===== config.mk =====
export PLATFORM = sky130hd
export DESIGN_NAME = video_timing_pattern_gen
export DESIGN_NICKNAME = d
export VERILOG_FILES = /design/src/rtl/video_timing_pattern_gen.sv
export SDC_FILE = /design/constraint.sdc
export NUM_CORES = 1
export LEC_CHECK = 0
export BUFFER_PORTS_ARGS = -buffer_cell sky130_fd_sc_hd__buf_2
export CAP_MARGIN = 20
export CORE_MARGIN = 2
export CORE_UTILIZATION = 58
export DETAILED_ROUTE_END_ITERATION = 10
export GPL_ROUTABILITY_DRIVEN = 0
export GPL_TIMING_DRIVEN = 0
export HOLD_SLACK_MARGIN = 0.12
export PLACE_DENSITY_LB_ADDON = 0.3
export SKIP_LAST_GASP = 1
export SLEW_MARGIN = 5
export SYNTH_ARGS = -nofsm -noshare
export SYNTH_HDL_FRONTEND = slang
export SYNTH_SLANG_ARGS = --single-unit

===== constraint.sdc =====
create_clock -name clock -period 2.89 [get_ports clock]
set_clock_uncertainty 0.15 [all_clocks]
set_input_delay 0.289 -clock clock [delete_from_list [all_inputs] [get_ports clock]]
set_output_delay 0.289 -clock clock [all_outputs]
set_load 0.005 [all_outputs]

===== src/rtl/video_timing_pattern_gen.sv =====
// Raster timing generator with built-in test-pattern source.
//
// Ports:
//   clock          system clock
//   i_reset        asynchronous active-low reset
//   i_pix_en       pixel strobe; every piece of state advances only when high
//   i_mode         pattern: 0 black, 1 colour bars, 2 checkerboard, 3 solid
//   i_solid_rgb    solid colour {R,G,B}
//   o_hsync/o_vsync, o_de, o_col/o_row, o_frame_start   registered timing
//   o_red/o_grn/o_blu                                   registered colour
//
// Outputs present the position held by the counters before each enable,
// so the first enable after reset presents (0,0).
module video_timing_pattern_gen #(
  parameter int SUB_PIXEL_WIDTH = 3,
  parameter int H_ACTIVE        = 640,
  parameter int H_FRONT         = 16,
  parameter int H_SYNC          = 96,
  parameter int H_BACK          = 48,
  parameter int V_ACTIVE        = 480,
  parameter int V_FRONT         = 10,
  parameter int V_SYNC          = 2,
  parameter int V_BACK          = 33,
  parameter int HSYNC_POL       = 0,
  parameter int VSYNC_POL       = 0,
  parameter int CNT_WIDTH       = 12,
  parameter int CHECK_LOG2      = 5
) (
  input  logic                         clock,
  input  logic                         i_reset,
  input  logic                         i_pix_en,
  input  logic [1:0]                   i_mode,
  input  logic [3*SUB_PIXEL_WIDTH-1:0] i_solid_rgb,
  output logic                         o_hsync,
  output logic                         o_vsync,
  output logic                         o_de,
  output logic [CNT_WIDTH-1:0]         o_col,
  output logic [CNT_WIDTH-1:0]         o_row,
  output logic                         o_frame_start,
  output logic [SUB_PIXEL_WIDTH-1:0]   o_red,
  output logic [SUB_PIXEL_WIDTH-1:0]   o_grn,
  output logic [SUB_PIXEL_WIDTH-1:0]   o_blu
);
  localparam int SPW     = SUB_PIXEL_WIDTH;
  localparam int H_TOTAL = H_ACTIVE + H_FRONT + H_SYNC + H_BACK;
  localparam int V_TOTAL = V_ACTIVE + V_FRONT + V_SYNC + V_BACK;
  localparam int BAR_W   = H_ACTIVE / 8;

  localparam logic [CNT_WIDTH-1:0] H_LAST  = CNT_WIDTH'(H_TOTAL - 1);
  localparam logic [CNT_WIDTH-1:0] V_LAST  = CNT_WIDTH'(V_TOTAL - 1);
  localparam logic [CNT_WIDTH-1:0] H_ACT   = CNT_WIDTH'(H_ACTIVE);
  localparam logic [CNT_WIDTH-1:0] V_ACT   = CNT_WIDTH'(V_ACTIVE);
  localparam logic [CNT_WIDTH-1:0] HS_BEG  = CNT_WIDTH'(H_ACTIVE + H_FRONT);
  localparam logic [CNT_WIDTH-1:0] HS_END  = CNT_WIDTH'(H_ACTIVE + H_FRONT + H_SYNC);
  localparam logic [CNT_WIDTH-1:0] VS_BEG  = CNT_WIDTH'(V_ACTIVE + V_FRONT);
  localparam logic [CNT_WIDTH-1:0] VS_END  = CNT_WIDTH'(V_ACTIVE + V_FRONT + V_SYNC);
  localparam logic [CNT_WIDTH-1:0] BAR_END = CNT_WIDTH'(BAR_W - 1);
  localparam logic                 HS_ON   = (HSYNC_POL != 0);
  localparam logic                 VS_ON   = (VSYNC_POL != 0);
  localparam logic [SPW-1:0]       FS      = {SPW{1'b1}};

  typedef enum logic [1:0] {PAT_BLACK, PAT_BARS, PAT_CHECK, PAT_SOLID} pattern_t;

  logic [CNT_WIDTH-1:0] col, row, bar_pos;
  logic [2:0]           bar_idx;
  pattern_t             sh_mode, eff_mode;
  logic [3*SPW-1:0]     sh_rgb, eff_rgb;
  logic                 origin, de_n, hs_n, vs_n;
  logic [2:0]           bar_c;
  logic [SPW-1:0]       r_n, g_n, b_n;

  // Position counters plus a running bar counter that tracks col / BAR_W
  // (saturating at bar 7) without a divider.
  always_ff @(posedge clock or negedge i_reset) begin
    if (!i_reset) begin
      col     <= '0;
      row     <= '0;
      bar_pos <= '0;
      bar_idx <= '0;
    end else if (i_pix_en) begin
      if (col == H_LAST) begin
        col     <= '0;
        row     <= (row == V_LAST) ? '0 : row + 1'b1;
        bar_pos <= '0;
        bar_idx <= '0;
      end else begin
        col <= col + 1'b1;
        if (bar_pos == BAR_END) begin
          bar_pos <= '0;
          if (bar_idx != 3'd7) bar_idx <= bar_idx + 3'd1;
        end else begin
          bar_pos <= bar_pos + 1'b1;
        end
      end
    end
  end

  // The frame's first pixel already uses the freshly sampled mode/colour,
  // so it bypasses the shadow registers on that one enable.
  assign origin   = (col == '0) && (row == '0);
  assign eff_mode = origin ? pattern_t'(i_mode) : sh_mode;
  assign eff_rgb  = origin ? i_solid_rgb : sh_rgb;
  assign de_n     = (col < H_ACT) && (row < V_ACT);
  assign hs_n     = (col >= HS_BEG && col < HS_END) ? HS_ON : ~HS_ON;
  assign vs_n     = (row >= VS_BEG && row < VS_END) ? VS_ON : ~VS_ON;
  assign bar_c    = 3'd7 - bar_idx;

  always_comb begin
    r_n = '0;
    g_n = '0;
    b_n = '0;
    if (de_n) begin
      case (eff_mode)
        PAT_BARS: begin
          g_n = bar_c[2] ? FS : '0;
          r_n = bar_c[1] ? FS : '0;
          b_n = bar_c[0] ? FS : '0;
        end
        PAT_CHECK: begin
          if (col[CHECK_LOG2] ^ row[CHECK_LOG2]) begin
            r_n = FS;
            g_n = FS;
            b_n = FS;
          end
        end
        PAT_SOLID: begin
          r_n = eff_rgb[3*SPW-1:2*SPW];
          g_n = eff_rgb[2*SPW-1:SPW];
          b_n = eff_rgb[SPW-1:0];
        end
        default: ;
      endcase
    end
  end

  always_ff @(posedge clock or negedge i_reset) begin
    if (!i_reset) begin
      sh_mode       <= PAT_BLACK;
      sh_rgb        <= '0;
      o_hsync       <= ~HS_ON;
      o_vsync       <= ~VS_ON;
      o_de          <= 1'b0;
      o_frame_start <= 1'b0;
      o_col         <= '0;
      o_row         <= '0;
      o_red         <= '0;
      o_grn         <= '0;
      o_blu         <= '0;
    end else if (i_pix_en) begin
      if (origin) begin
        sh_mode <= pattern_t'(i_mode);
        sh_rgb  <= i_solid_rgb;
      end
      o_hsync       <= hs_n;
      o_vsync       <= vs_n;
      o_de          <= de_n;
      o_frame_start <= origin;
      o_col         <= col;
      o_row         <= row;
      o_red         <= r_n;
      o_grn         <= g_n;
      o_blu         <= b_n;
    end
  end
endmodule


==> impl_metrics.csv, run 1 <==
group,metric,value,unit
floorplan,die_area,8080,µm²
sta,max_freq,358,MHz
grt,antenna_found_initial,0,
grt,gr-total-overflow,0,
floorplan,die_w,89.9,µm
detailed_routing,first_pass_iters,5,
logic_synthesis,synthXorXnorAreaFrac,4.50,%
worst_setup_path,reg2reg_setup_slack,100,ps
clock_network,htree_levels,3,
floorplan,core_area,7210,µm²
grt,grt_first_pass_wirelength,16600,µm
logic_synthesis,async_flop_share,100,%
detailed_routing,vias_per_cell,6.04,
logic_synthesis,synth.top_cell.area_share,49.7,%
sta,period_share,96.7,%
final_layout,final_area,5060,µm²
logic_synthesis,synthAdderAreaFrac,2.05,%
worst_setup_path,cp.arrival,2860,ps
place,place_area,4680,µm²
logic_synthesis,synth_area,4280,µm²
clock_network,cts_tree,"yes",
place,port_buffers,50,
grt,grt_max_degree,45,
worst_setup_path,crit_chain,"inv_1 -> ha_1 -> or4b_4 -> or4_4 -> o211a_4 -> a2111oi_2 -> a21oi_1",
logic_synthesis,synth-simple-area-share,19.2,%
final_layout,finalNonFillerCells,580,
logic_synthesis,ys.warnings.count,0,
power,power,2.71,mW
final_layout,antenna_cells,0,
grt,grt_usage,25.3,%
logic_synthesis,synthCells,400,
worst_setup_path,start_kind,"flop",
worst_hold_path,hp-class,"in -> async",
logic_synthesis,ys_seq_area_share,51.0,%
logic_synthesis,ys_ff_latch,87,
sta,slew_violations,0,
detailed_routing,routed_wirelength,9760,µm
worst_setup_path,critPathLaunch,"row[0]",
worst_setup_path,reg2reg_depth,7,
floorplan,boundaryPins,51,
logic_synthesis,synth_mux_area_share,10.1,%
detailed_routing,antenna_left,0,
sta,rsz0062_at_grt,"yes",
floorplan,num_rows,31,
run_status,status,"complete, no violations",
detailed_routing,drtIter0Drc,205,
place,dp_hpwl,6780,µm
sta,final.setup.worst_slack,96.2,ps
power,vdd_drop_max,0.347,mV
logic_synthesis,yosysMostFrequentCell,"dfrtp_1",
sta,hold_viol_final,0,
flow_run,maxCapViolCount,0,
power,p_leak,2.28,nW
worst_setup_path,r2r-end,"o_blu[1]",
floorplan,die_y,89.9,µm
final_layout,final_nets,497,
place,place_inst,551,
grt,grt_pass1_vias,3473,
worst_setup_path,cp_max_fo,9,
clock_network,clock-root-buffer,"clkbuf_8",
final_layout,syn2layout_area_growth,18.4,%
clock_network,clkLatencyLatePin,350,ps
logic_synthesis,synthDistinctLibCells,51,
logic_synthesis,postSynthAreaPerCell,10.7,µm²
logic_synthesis,netlist_top_cells_count,"dfrtp_1, mux2_2, nand3_1, nand2_1, nor2_1",
final_layout,layout-drive-gt1-share,27.7,%
worst_setup_path,crit_type,"reg -> reg",
logic_synthesis,synth_top_family_by_area,"simple AND/OR/NAND/NOR gates",
sta,worst_pin_slew,1350,ps
logic_synthesis,ys_top_cells_by_area,"dfrtp_1, mux2_2, nand3_1, xnor2_1, nor3_1",
worst_setup_path,timing.rr.start,"row[0]",
logic_synthesis,synth_nets,421,
detailed_routing,vias,3505,
detailed_routing,route.detailed.drc,0,
final_layout,nFillCells,552,
sta,setup-violations-final,0,
worst_setup_path,worstSetupEndpointType,"flop",
power,power.density,535,nW/µm²
sta,maxSlewHeadroom,9.67,%
place,pre_cts_ws,47.7,ps
floorplan,start_util,59.3,%
clock_network,cts.sinks,87,
sta,min_period,2790,ps
logic_synthesis,synth_compound_area_share,10.3,%
clock_network,cts.reportedPaths.clkPinSlew,90,ps
worst_setup_path,endpoint,"o_blu[1]",
logic_synthesis,synth_edf_count,0,
sta,tns,0,ps
detailed_routing,drt-wirelength-per-cell,16.8,µm
worst_setup_path,worst_ep_required_time,2950,ps
clock_network,numCtsBuffers,9,
logic_synthesis,synthFlopType,"dfrtp_1",
worst_setup_path,crit_path_top_delay_cell,"or4_4",
clock_network,ctsLongestPathBuffers,2,
worst_setup_path,slowest_delay,490,ps
logic_synthesis,synth_top_area_cell,"dfrtp_1",
==> power by group <==
group          leakage (nW)  total (mW)  switching (mW)  internal [mW]
Combinational          1.05       0.479           0.264          0.215
Clock                0.0849       0.784           0.445          0.339
Sequential             1.14        1.44           0.108           1.34
==> state kept, by name, summed over array words and instances (netlist names) <==
name           count
sh_rgb             9
o_frame_start      1
o_col             12
o_hsync            1
col               12
o_de               1
bar_idx            3
o_vsync            1
row               12
sh_mode            2
o_row             12
o_red              3
o_grn              3
bar_pos           12
o_blu              3
==> timing repair <==
item	in CTS	in global routing
hold buffers	13	0
setup endpoints to repair	1	24
setup buffers	0	1
pin swaps	0	0
gates resized for setup	1	19
endpoints found under the hold margin	53	0
==> layer usage <==
| layer | wire, µm | share of wire (%) | vias up | track usage (%) |
|---|---|---|---|---|
| met1 | 4200 | 43 | 1713 | 33.6 |
| li1 | - | - | 1614 | - |
| met4 | 189 | 1.9 | 0 | 11.7 |
| met3 | 643 | 6.6 | 20 | 5.28 |
| met2 | 4730 | 48 | 158 | 40.3 |
| met5 | 0 | 0 | - | 0 |
==> cell usage in the layout, fill, tap and decap left out, types with 4 or more instances in the layout <==
cell type	n
nor2_1	22
nor3_1	17
dfrtp_1	84
and3_1	8
clkbuf_1	9
xor2_1	10
a2111oi_0	4
nand2_1	22
xnor2_1	12
a31oi_1	8
ha_1	7
nor3b_1	8
buf_2	54
mux2_2	34
clkbuf_8	10
inv_1	9
a21oi_1	14
nand4_1	9
o21ai_0	14
mux2i_1	4
o31ai_1	4
nand3_1	30
dlygate4sd3_1	13
nor2b_1	9
==> critical path, delay by kind of cell, from the launching register on <==
kind / cells / cell delay (ps)
AND/OR/NAND/NOR: 2 / 970
buffers and inverters: 1 / 70
flip-flops: 1 / 450
adder cells (fa/ha/maj): 1 / 150
AO/OA/AOI/OAI: 3 / 860
==> area by class of cell <==
| type | instances | area [µm²] | share of cell area, % |
|---|---|---|---|
| Sequential cell | 87 | 2180 | 43.1 |
| Multi-Input combinational cell | 283 | 2040 | 40.2 |
| Timing Repair Buffer | 66 | 415 | 8.20 |
| Clock buffer | 10 | 138 | 2.72 |
| Tap cell | 99 | 124 | 2.45 |
| Buffer | 20 | 90.1 | 1.78 |
| Clock inverter | 6 | 45.0 | 0.890 |
| Inverter | 9 | 33.8 | 0.667 |
==> kinds of logic (layout without fill, tap and decap cells) <==
| logic type | count (synthesis) | after routing |
|---|---|---|
| AND/OR/NAND/NOR | 150 | 150 |
| flip-flops | 87 | 87 |
| AO/OA/AOI/OAI | 65 | 65 |
| multiplexers | 39 | 39 |
| buffers and inverters | 30 | 111 |
| XOR/XNOR | 22 | 22 |
| adder cells (fa/ha/maj) | 7 | 7 |
==> stage by stage <==
stage | util, % | hold slack (ps)
floorplan | - | -157
global placement | 64.5 | 310
detailed placement | 64.9 | 171
CTS | 69.2 | 338
global route | 70.2 | 368
finish | 70.2 | 327
==> worst min-delay path by stage <==
stage	from	to	slack [ps]
finish	i_reset	o_row[0]	330
global route	o_row[2]	o_row[2]	370
CTS	i_reset	o_row[0]	340
detailed placement	i_reset	bar_pos[4]	170
global placement	o_de	o_de	310
floorplan	i_reset	bar_idx[0]	-160
No activity file was read; power rests on OpenSTA's default activity.
==> inputs of run 2 (changes only) <==
- CELL_PAD_IN_SITES_DETAIL_PLACEMENT: not set -> 0
- CELL_PAD_IN_SITES_GLOBAL_PLACEMENT: not set -> 1
- CORE_UTILIZATION: 58 -> 46
==> impl_metrics.csv, run 2 (synthesis gave the netlist of run 1 again) <==
group,metric,value,unit
run_status,status,"complete, no violations",
place,dp_hpwl,6790,µm
final_layout,nFillCells,825,
grt,grt_first_pass_wirelength,16100,µm
grt,gr-total-overflow,0,
final_layout,antenna_cells,0,
floorplan,num_rows,35,
sta,hold_viol_final,0,
place,place_area,4700,µm²
power,seqPwrFrac,51.6,%
floorplan,boundaryPins,51,
worst_setup_path,crit_type,"reg -> reg",
grt,grt_max_degree,46,
detailed_routing,vias,3338,
sta,worst_pin_slew,1130,ps
floorplan,die_area,10100,µm²
floorplan,start_util,47.0,%
clock_network,cts.reportedPaths.clkPinSlew,90,ps
clock_network,cts_tree,"yes",
floorplan,die_w,100,µm
detailed_routing,routed_wirelength,9900,µm
floorplan,die_y,100,µm
floorplan,core_area,9110,µm²
power,p_leak,2.28,nW
detailed_routing,antenna_left,0,
final_layout,final_common_cell,"dfrtp_1",
flow_run,maxCapViolCount,0,
clock_network,clkLatencyLatePin,360,ps
power,pwr-share-comb,17.0,%
power,p_int,1.98,mW
power,vdd_drop_max,0.307,mV
final_layout,final_nets,497,
final_layout,final_area,5070,µm²
sta,tns,0,ps
final_layout,layout_common_cells,"dfrtp_1, buf_2, mux2_2",
grt,antenna_found_initial,0,
power,clockPowerShare,31.4,%
detailed_routing,first_pass_iters,4,
sta,period_share,97.4,%
clock_network,ctsLongestPathBuffers,2,
clock_network,numCtsBuffers,9,
sta,rsz0062_at_grt,"yes",
clock_network,cts.sinks,87,
worst_setup_path,cp.arrival,2890,ps
detailed_routing,drt-wirelength-per-cell,16.7,µm
final_layout,syn2layout_area_growth,18.6,%
power,switching_share,29.3,%
worst_setup_path,worstSetupEndpointType,"flop",
sta,slew_violations,0,
sta,setup-violations-final,0,
detailed_routing,route.detailed.drc,0,
worst_setup_path,start_kind,"flop",
final_layout,layout-drive-gt1-share,27.0,%
sta,min_period,2820,ps
place,port_buffers,50,
power,switching_power,0.823,mW
clock_network,clock-root-buffer,"clkbuf_8",
worst_setup_path,worst_ep_required_time,2970,ps
power,power,2.80,mW
sta,maxSlewHeadroom,24.3,%
power,power.density,553,nW/µm²
grt,grt_usage,20.4,%
detailed_routing,drtIter0Drc,128,
worst_hold_path,hp-class,"in -> async",
grt,grt_pass1_vias,3262,
detailed_routing,vias_per_cell,5.64,
sta,max_freq,355,MHz
clock_network,htree_levels,3,
worst_setup_path,cp_max_fo,9,
[run 2: cell count changes in the layout (fill, tap and decap cells not counted), sizes merged]
cell,change
inv,+1
bufinv,+1
clkbuf,-1
clkinvlp,-3
buf,+1
clkinv,+1
[run 2: repair_timing]
| action | in CTS | in global routing |
|---|---|---|
| setup buffers | 0 | 1 |
| gates resized for setup | 0 | 11 |
| endpoints found under the hold margin | 53 | 0 |
| hold buffers | 13 | 0 |
| endpoints found under the setup margin | 0 | 23 |
[run 2: path summary, 6_finish.rpt]
kind	start	endpoint	slack (ps)	cells after the start
max	col[6]	o_red[0]	70	5
min in group clock	o_de	o_de	350	1
min reg2reg	o_de	o_de	350	1
min	i_reset	o_grn[2]	300	2
max reg2reg	col[6]	o_red[0]	70	5
max in group asynchronous	i_reset	o_hsync	1590	3
[run 2: critical path: stages, from the launching register on]
cell and delay [ps]:
dfrtp_2 470, or4_4 580, or4_4 580, o211a_4 300, a2111oi_0 470, a21oi_1 130
[run 2: power groups by stage]
| stage | logic, mW | clock network, mW | registers, mW |
|---|---|---|---|
| 4_1_cts | 0.501 | 0.907 | 1.42 |
| 6_report | 0.476 | 0.882 | 1.45 |
| 5_1_grt | 0.540 | 0.963 | 1.46 |
| 3_5_place_dp | 0.487 | 0 | 1.44 |
| 2_1_floorplan | 0.319 | 0 | 1.43 |
| 3_3_place_gp | 0.472 | 0 | 1.44 |
[run 2: area by class of cell]
class / instances / area, µm² / share of cell area, %
flip-flops and latches: 87 / 2180 / 43.0
multi-input cells: 283 / 2000 / 39.4
repair buffers: 66 / 425 / 8.39
well taps: 111 / 139 / 2.74
clock buffers: 10 / 138 / 2.71
plain buffers: 20 / 87.6 / 1.73
clock inverters: 6 / 66.3 / 1.31
inverters: 9 / 33.8 / 0.666
[run 2: routing by layer]
metal	global-route usage [%]	routed length, µm	vias up
li1	-	-	1612
met1	28.3	4830	1643
met2	33.0	4590	72
met3	3.06	325	11
met4	7.06	149	0
met5	0	0	-
[run 2: through the flow]
step	hold WS, ps	utilization [%]	setup slack [ps]	cells
global placement	322	51.2	-264	561
global route	349	55.7	-8.14	592
detailed placement	172	51.6	40.6	563
finish	304	55.7	74.4	592
floorplan	-157	-	320	400
CTS	320	55.3	23.7	592
